[config.mk]
export PLATFORM = sky130hd
export DESIGN_NAME = fetch_unit
export DESIGN_NICKNAME = d
export VERILOG_FILES = /design/src/rtl/fetch_unit.sv
export SDC_FILE = /design/constraint.sdc
export NUM_CORES = 1
export LEC_CHECK = 0
export ABC_AREA = 1
export CAP_MARGIN = 30
export CORE_ASPECT_RATIO = 0.75
export CORE_MARGIN = 2
export CORE_UTILIZATION = 49
export CTS_CLUSTER_DIAMETER = 200
export DETAILED_ROUTE_END_ITERATION = 16
export HOLD_SLACK_MARGIN = 0.08
export PLACE_DENSITY = 0.8
export SLEW_MARGIN = 20
export SYNTH_ARGS = -nofsm -noshare
export SYNTH_HDL_FRONTEND = slang
export SYNTH_SLANG_ARGS = --single-unit
[constraint.sdc]
create_clock -name clk -period 3.35 [get_ports clk]
set_input_delay 0.5025 -clock clk [delete_from_list [all_inputs] [get_ports clk]]
set_output_delay 0.5025 -clock clk [all_outputs]
set_load 0.02 [all_outputs]
[src/rtl/fetch_unit.sv]
// Instruction fetch stage: owns the PC, issues word reads to instruction
// memory, buffers returned words with their PC and hands them to decode.
module fetch_unit #(
    parameter logic [31:0] RESET_PC    = 32'h0000_0000,
    parameter int          QUEUE_DEPTH = 2
) (
    input  logic        clk,
    input  logic        rst,
    output logic        imem_req_valid,
    output logic [31:0] imem_req_addr,
    input  logic        imem_req_ready,
    input  logic        imem_rsp_valid,
    input  logic [31:0] imem_rsp_data,
    input  logic        redirect_valid,
    input  logic [31:0] redirect_pc,
    output logic        inst_valid,
    output logic [31:0] inst_data,
    output logic [31:0] inst_pc,
    input  logic        inst_ready
);

    localparam int AW = $clog2(QUEUE_DEPTH);
    localparam int CW = $clog2(QUEUE_DEPTH) + 1;

    logic [31:0]   fetch_pc_q, fetch_pc_d;
    logic [31:0]   rsp_pc_q, rsp_pc_d;
    logic [CW-1:0] outst_q, outst_d;
    logic [CW-1:0] drop_q, drop_d;
    logic [CW-1:0] count_q, count_d;
    logic [AW-1:0] rd_ptr_q, rd_ptr_d;
    logic [AW-1:0] wr_ptr_q, wr_ptr_d;
    logic [31:0]   pc_mem_q   [QUEUE_DEPTH];
    logic [31:0]   data_mem_q [QUEUE_DEPTH];

    logic          pop;
    logic          accept;
    logic          rsp_take;
    logic          push;
    logic [CW:0]   credit_used;
    logic [31:0]   redir_aligned;
    logic [1:0]    unused_redir_lsb;

    assign unused_redir_lsb = redirect_pc[1:0];
    assign redir_aligned    = {redirect_pc[31:2], 2'b00};

    assign inst_valid = (count_q != '0) & !redirect_valid;
    assign inst_data  = data_mem_q[rd_ptr_q];
    assign inst_pc    = pc_mem_q[rd_ptr_q];
    assign pop        = inst_valid & inst_ready;

    // Requests in flight plus queued words must never exceed the queue
    // size, so every response is guaranteed a free slot on arrival.
    assign credit_used = (CW+1)'(outst_q) + (CW+1)'(count_q)
                       - (CW+1)'(pop);
    assign imem_req_valid = !rst & !redirect_valid
                          & (credit_used < (CW+1)'(QUEUE_DEPTH));
    assign imem_req_addr  = fetch_pc_q;
    assign accept         = imem_req_valid & imem_req_ready;

    // A response with nothing outstanding is a protocol error: ignore it.
    assign rsp_take = imem_rsp_valid & (outst_q != '0);
    assign push     = rsp_take & (drop_q == '0) & !redirect_valid;

    // Next-state: redirect flushes the queue and marks all in-flight
    // responses (minus one answered this cycle) as wrong-path.
    always_comb begin
        fetch_pc_d = fetch_pc_q;
        rsp_pc_d   = rsp_pc_q;
        outst_d    = outst_q;
        drop_d     = drop_q;
        count_d    = count_q;
        rd_ptr_d   = rd_ptr_q;
        wr_ptr_d   = wr_ptr_q;
        if (redirect_valid) begin
            fetch_pc_d = redir_aligned;
            rsp_pc_d   = redir_aligned;
            outst_d    = outst_q - CW'(rsp_take);
            drop_d     = outst_q - CW'(rsp_take);
            count_d    = '0;
            rd_ptr_d   = '0;
            wr_ptr_d   = '0;
        end else begin
            if (accept) begin
                fetch_pc_d = fetch_pc_q + 32'd4;
            end
            outst_d = outst_q + CW'(accept) - CW'(rsp_take);
            if (rsp_take && (drop_q != '0)) begin
                drop_d = drop_q - CW'(1);
            end
            if (push) begin
                rsp_pc_d = rsp_pc_q + 32'd4;
                wr_ptr_d = wr_ptr_q + AW'(1);
            end
            if (pop) begin
                rd_ptr_d = rd_ptr_q + AW'(1);
            end
            count_d = count_q + CW'(push) - CW'(pop);
        end
    end

    // State and queue storage registers with synchronous reset.
    always_ff @(posedge clk) begin
        if (rst) begin
            fetch_pc_q <= RESET_PC;
            rsp_pc_q   <= RESET_PC;
            outst_q    <= '0;
            drop_q     <= '0;
            count_q    <= '0;
            rd_ptr_q   <= '0;
            wr_ptr_q   <= '0;
            for (int i = 0; i < QUEUE_DEPTH; i++) begin
                pc_mem_q[i]   <= '0;
                data_mem_q[i] <= '0;
            end
        end else begin
            fetch_pc_q <= fetch_pc_d;
            rsp_pc_q   <= rsp_pc_d;
            outst_q    <= outst_d;
            drop_q     <= drop_d;
            count_q    <= count_d;
            rd_ptr_q   <= rd_ptr_d;
            wr_ptr_q   <= wr_ptr_d;
            if (push) begin
                pc_mem_q[wr_ptr_q]   <= rsp_pc_q;
                data_mem_q[wr_ptr_q] <= imem_rsp_data;
            end
        end
    end

endmodule

==> metrics.txt <==
# TYPE chip_impl_metric gauge
chip_impl_metric{name="via_to_cell_ratio",unit=""} 5.31
chip_impl_info{name="worstSetupEndpointType",value="output pin"} 1
chip_impl_metric{name="route.final.wire_length",unit="µm"} 26000
chip_impl_metric{name="initialDrtViolationCount",unit=""} 831
chip_impl_info{name="clockRootBuffer",value="sky130_fd_sc_hd__clkbuf_16"} 1
chip_impl_metric{name="maxClockFrequency",unit="MHz"} 310
chip_impl_metric{name="gp_congestion",unit=""} 0.928
chip_impl_metric{name="final.fill_count",unit=""} 1623
chip_impl_metric{name="period_needed",unit="ns"} 3.23
chip_impl_metric{name="place.port_buffers",unit=""} 161
chip_impl_metric{name="final_hold_viol_count",unit=""} 0
chip_impl_metric{name="cts_made_buffers",unit=""} 17
chip_impl_metric{name="maxCapViolCount",unit=""} 0
chip_impl_metric{name="fp.coreArea",unit="µm²"} 19500
chip_impl_metric{name="multi_input_logic_area",unit="µm²"} 4050
chip_impl_metric{name="first_global_vias",unit=""} 8000
chip_impl_info{name="tritoncts",value="done"} 1
chip_impl_info{name="grt.busiest_layer",value="met2"} 1
chip_impl_metric{name="synthDistinctLibCells",unit=""} 37
chip_impl_metric{name="ant_nets",unit=""} 0
chip_impl_metric{name="ys_async_sr_fraction",unit="%"} 0
chip_impl_metric{name="pre_cts_slack",unit="ns"} -0.215
chip_impl_metric{name="syn-cell-area",unit="µm²"} 9890
chip_impl_metric{name="power.share.combinational",unit="%"} 17.8
chip_impl_metric{name="leakagePower",unit="µW"} 0.00489
chip_impl_metric{name="final_net_count",unit=""} 1417
chip_impl_metric{name="globalRouteTotalUtil",unit="%"} 24.8
chip_impl_metric{name="die_height",unit="µm"} 127
chip_impl_metric{name="drt_pre_antenna_iters",unit=""} 5
chip_impl_metric{name="globalRouteOverflowTotal",unit=""} 0
chip_impl_metric{name="grt_pass1_wl",unit="µm"} 41300
chip_impl_metric{name="power_switching",unit="µW"} 1700
chip_impl_metric{name="synthToLayoutAreaGrowth",unit="%"} 25.9
chip_impl_metric{name="vias",unit=""} 8502
chip_impl_metric{name="antenna_found_initial",unit=""} 0
chip_impl_metric{name="fp.dieW",unit="µm"} 168
chip_impl_metric{name="postCtsSetupBuffers",unit=""} 0
chip_impl_metric{name="area.sequential",unit="µm²"} 5110
chip_impl_info{name="synth-main-ff-cell",value="sky130_fd_sc_hd__edfxtp_1"} 1
chip_impl_metric{name="detail_route.drc_violations",unit=""} 0
chip_impl_metric{name="postSynthCellCount",unit=""} 1172
chip_impl_metric{name="power_per_cell_area",unit="nW/µm²"} 473
chip_impl_metric{name="synth_warnings",unit=""} 0
chip_impl_metric{name="rows",unit=""} 44
chip_impl_info{name="outcome",value="complete, no violations"} 1
chip_impl_metric{name="timing.slew.headroom",unit="%"} 41.5
chip_impl_metric{name="met3_usage",unit="%"} 3.59
chip_impl_metric{name="hpwl",unit="µm"} 18400
chip_impl_metric{name="critical_path_peak_fanout",unit=""} 2
chip_impl_info{name="worst_setup_path_start_kind",value="input port"} 1
chip_impl_metric{name="power.switching_fraction",unit="%"} 28.8
chip_impl_metric{name="cts.reportedPaths.clkPinSlew",unit="ns"} 0.08
chip_impl_metric{name="finalWorstSetupSlack",unit="ns"} 0.122
chip_impl_metric{name="worst_clock_skew",unit="ns"} 0.0153
chip_impl_metric{name="synth_largest_type_area_fraction",unit="%"} 37.7
chip_impl_info{name="synthMostInstantiatedCell",value="sky130_fd_sc_hd__nand2_1"} 1
chip_impl_metric{name="drive_above_1_share",unit="%"} 11.7
chip_impl_metric{name="fin_worst_hold_slack",unit="ns"} 0.519
chip_impl_metric{name="met1_track_utilization_from_global_routing",unit="%"} 35.8
chip_impl_metric{name="power.internal",unit="µW"} 4200
chip_impl_metric{name="die-area",unit="µm²"} 21300
chip_impl_info{name="synth_largest_area_cell",value="sky130_fd_sc_hd__edfxtp_1"} 1
chip_impl_metric{name="postSynthRegisterBits",unit=""} 193
chip_impl_metric{name="synth-edff-count",unit=""} 124
chip_impl_metric{name="ir_worst_vdd",unit="mV"} 0.284
chip_impl_metric{name="numClockSinks",unit=""} 193
chip_impl_metric{name="timing.final.crit_share",unit="%"} 96.4
chip_impl_info{name="rsz0062_at_grt",value="false"} 1
chip_impl_metric{name="routed_wire_length_per_instance",unit="µm"} 16.3
chip_impl_info{name="synth_top_cells_by_count",value="sky130_fd_sc_hd__nand2_1 (236), sky130_fd_sc_hd__nor2_1 (230), sky130_fd_sc_hd__inv_1 (148), sky130_fd_sc_hd__edfxtp_1 (124), sky130_fd_sc_hd__nand3_1 (70)"} 1
chip_impl_metric{name="arrival",unit="ns"} 2.73
chip_impl_metric{name="clock_insertion_delay_worst_skew",unit="ns"} 0.44
chip_impl_metric{name="antenna-diode-count",unit=""} 0
chip_impl_metric{name="floorplan.io_pins",unit=""} 168
chip_impl_metric{name="synth_area_per_cell",unit="µm²"} 8.44
chip_impl_metric{name="power.clock.fraction",unit="%"} 34.9
chip_impl_metric{name="cts_hold_buf",unit=""} 0
chip_impl_metric{name="cts-root-to-sink-buffers",unit=""} 2
chip_impl_info{name="min-delay-path-class",value="reg2reg"} 1
chip_impl_info{name="crit_path_kind",value="in2out"} 1
chip_impl_metric{name="start_util",unit="%"} 50.6
chip_impl_metric{name="report.final.setup_viol",unit=""} 0
chip_impl_metric{name="worst_ep_required_time",unit="ns"} 2.85
chip_impl_metric{name="cts-htree-levels",unit=""} 4
chip_impl_info{name="largest_cells_by_area_after_synthesis",value="sky130_fd_sc_hd__edfxtp_1 (38%), sky130_fd_sc_hd__dfxtp_1 (14%), sky130_fd_sc_hd__nand2_1 (9.0%)"} 1
chip_impl_metric{name="synth_sequential_area_ratio",unit="%"} 51.6
chip_impl_metric{name="grt_start_max_net_pins",unit=""} 63
chip_impl_metric{name="power_frac_seq",unit="%"} 47.3
chip_impl_metric{name="timing_max_transition_violations_final",unit=""} 0
chip_impl_metric{name="worstMarginPinSlew",unit="ns"} 0.878
chip_impl_metric{name="gr-usage-met2",unit="%"} 39.2
per-layer routing:
metal	share of wire [%]	up-vias
li1	-	4105
met1	46	4027
met2	45	338
met3	7.1	32
met4	1.4	0
met5	0	-
through the flow:
| step | instance area (µm²) | util [%] | TNS [ns] | total power, µW | instances |
|---|---|---|---|---|---|
| 2_1_floorplan | 9950 | - | 0 | 3440 | 1175 |
| 4_1_cts | 12400 | 63.7 | 0 | 5900 | 1602 |
| 5_1_grt | 12400 | 63.7 | 0 | 6110 | 1602 |
| 6_report | 12400 | 63.7 | 0 | 5890 | 1602 |
| 3_3_place_gp | 11900 | 60.7 | -0.298 | 3860 | 1570 |
| 3_5_place_dp | 11900 | 60.7 | -0.487 | 3880 | 1570 |
registers in the layout, summed over array words and instances (netlist names), named ones only:
signal / flops
rd_ptr_q: 1
wr_ptr_q: 1
data_mem_q: 64
imem_req_addr: 30
drop_q: 2
pc_mem_q: 60
count_q: 2
outst_q: 2
rsp_pc_q: 30
worst max-delay path: stages:
cell and delay, ns:
sky130_fd_sc_hd__clkdlybuf4s50_1 0.46, sky130_fd_sc_hd__a21oi_4 0.15, sky130_fd_sc_hd__nand2_2 0.08, sky130_fd_sc_hd__inv_2 0.06, sky130_fd_sc_hd__ha_1 0.21, sky130_fd_sc_hd__or2_4 0.24
sky130_fd_sc_hd__fa_2 0.53, sky130_fd_sc_hd__nand2_2 0.07, sky130_fd_sc_hd__nor2_4 0.11, sky130_fd_sc_hd__clkdlybuf4s15_1 0.31
cell families after synthesis:
family,synth area share (%)
AOI/OAI and AO/OA,6.29
xor gates and xnor gates,1.42
adders and majority gates,1.47
buffers and inverters,8.06
DFF,51.6
muxes,7.06
other,0.0379
and+or+nand+nor,24.1
cell usage in the layout, fill, tap and decap left out, types with 2 or more instances in the layout:
| cell | instances |
|---|---|
| sky130_fd_sc_hd__xnor2_1 | 5 |
| sky130_fd_sc_hd__nor2_2 | 5 |
| sky130_fd_sc_hd__inv_1 | 147 |
| sky130_fd_sc_hd__a31oi_1 | 4 |
| sky130_fd_sc_hd__nand3_2 | 3 |
| sky130_fd_sc_hd__clkbuf_16 | 17 |
| sky130_fd_sc_hd__nand2_2 | 8 |
| sky130_fd_sc_hd__a21oi_1 | 59 |
| sky130_fd_sc_hd__o22ai_1 | 2 |
| sky130_fd_sc_hd__nor2_4 | 4 |
| sky130_fd_sc_hd__edfxtp_1 | 124 |
| sky130_fd_sc_hd__dfxtp_1 | 68 |
| sky130_fd_sc_hd__nor2_1 | 230 |
| sky130_fd_sc_hd__nand3_1 | 69 |
| sky130_fd_sc_hd__clkdlybuf4s50_1 | 160 |
| sky130_fd_sc_hd__buf_12 | 2 |
| sky130_fd_sc_hd__inv_8 | 5 |
| sky130_fd_sc_hd__clkinvlp_4 | 2 |
| sky130_fd_sc_hd__buf_4 | 23 |
| sky130_fd_sc_hd__nor3_1 | 6 |
| sky130_fd_sc_hd__o21ai_1 | 5 |
| sky130_fd_sc_hd__o21ai_0 | 44 |
| sky130_fd_sc_hd__clkinv_2 | 2 |
| sky130_fd_sc_hd__inv_2 | 2 |
| sky130_fd_sc_hd__nand2_1 | 233 |
| sky130_fd_sc_hd__mux2_2 | 62 |
| sky130_fd_sc_hd__xor2_1 | 10 |
| sky130_fd_sc_hd__or2_2 | 6 |
| sky130_fd_sc_hd__nand4_1 | 6 |
| sky130_fd_sc_hd__o211ai_1 | 3 |
| sky130_fd_sc_hd__or2_4 | 2 |
| sky130_fd_sc_hd__ha_1 | 8 |
| sky130_fd_sc_hd__inv_6 | 4 |
| sky130_fd_sc_hd__conb_1 | 4 |
power groups by stage:
stage	registers, µW	logic [µW]	clock network [µW]
after floorplan	2840	600	0
after global placement	2830	1030	0
after detailed placement	2840	1040	0
after CTS	2790	1050	2070
after global routing	2810	1140	2160
final	2790	1050	2050
worst paths after layout:
check	start	end	slack [ns]	cells past startpoint
hold / removal	rd_ptr_q	rd_ptr_q	0.52	2
setup reg to reg	count_q[0]	outst_q[1]	0.34	17
setup / recovery	redirect_valid	imem_req_valid	0.12	10
hold reg to reg	rd_ptr_q	rd_ptr_q	0.52	2
timing repair:
action	CTS	global route
cloned	0	0
endpoints found under the setup margin	1	1
pin swaps	0	0
resized for setup	1	1
final cells by class:
| type | count | area share, % |
|---|---|---|
| clock buffer | 17 | 3.42 |
| clock inverter | 15 | 1.31 |
| inverter | 149 | 4.49 |
| multi-input combinational | 789 | 32.6 |
| sequential | 193 | 41.0 |
| tap | 253 | 2.54 |
| timing repair buffer | 186 | 14.7 |
(Power assumes the default switching activity.)
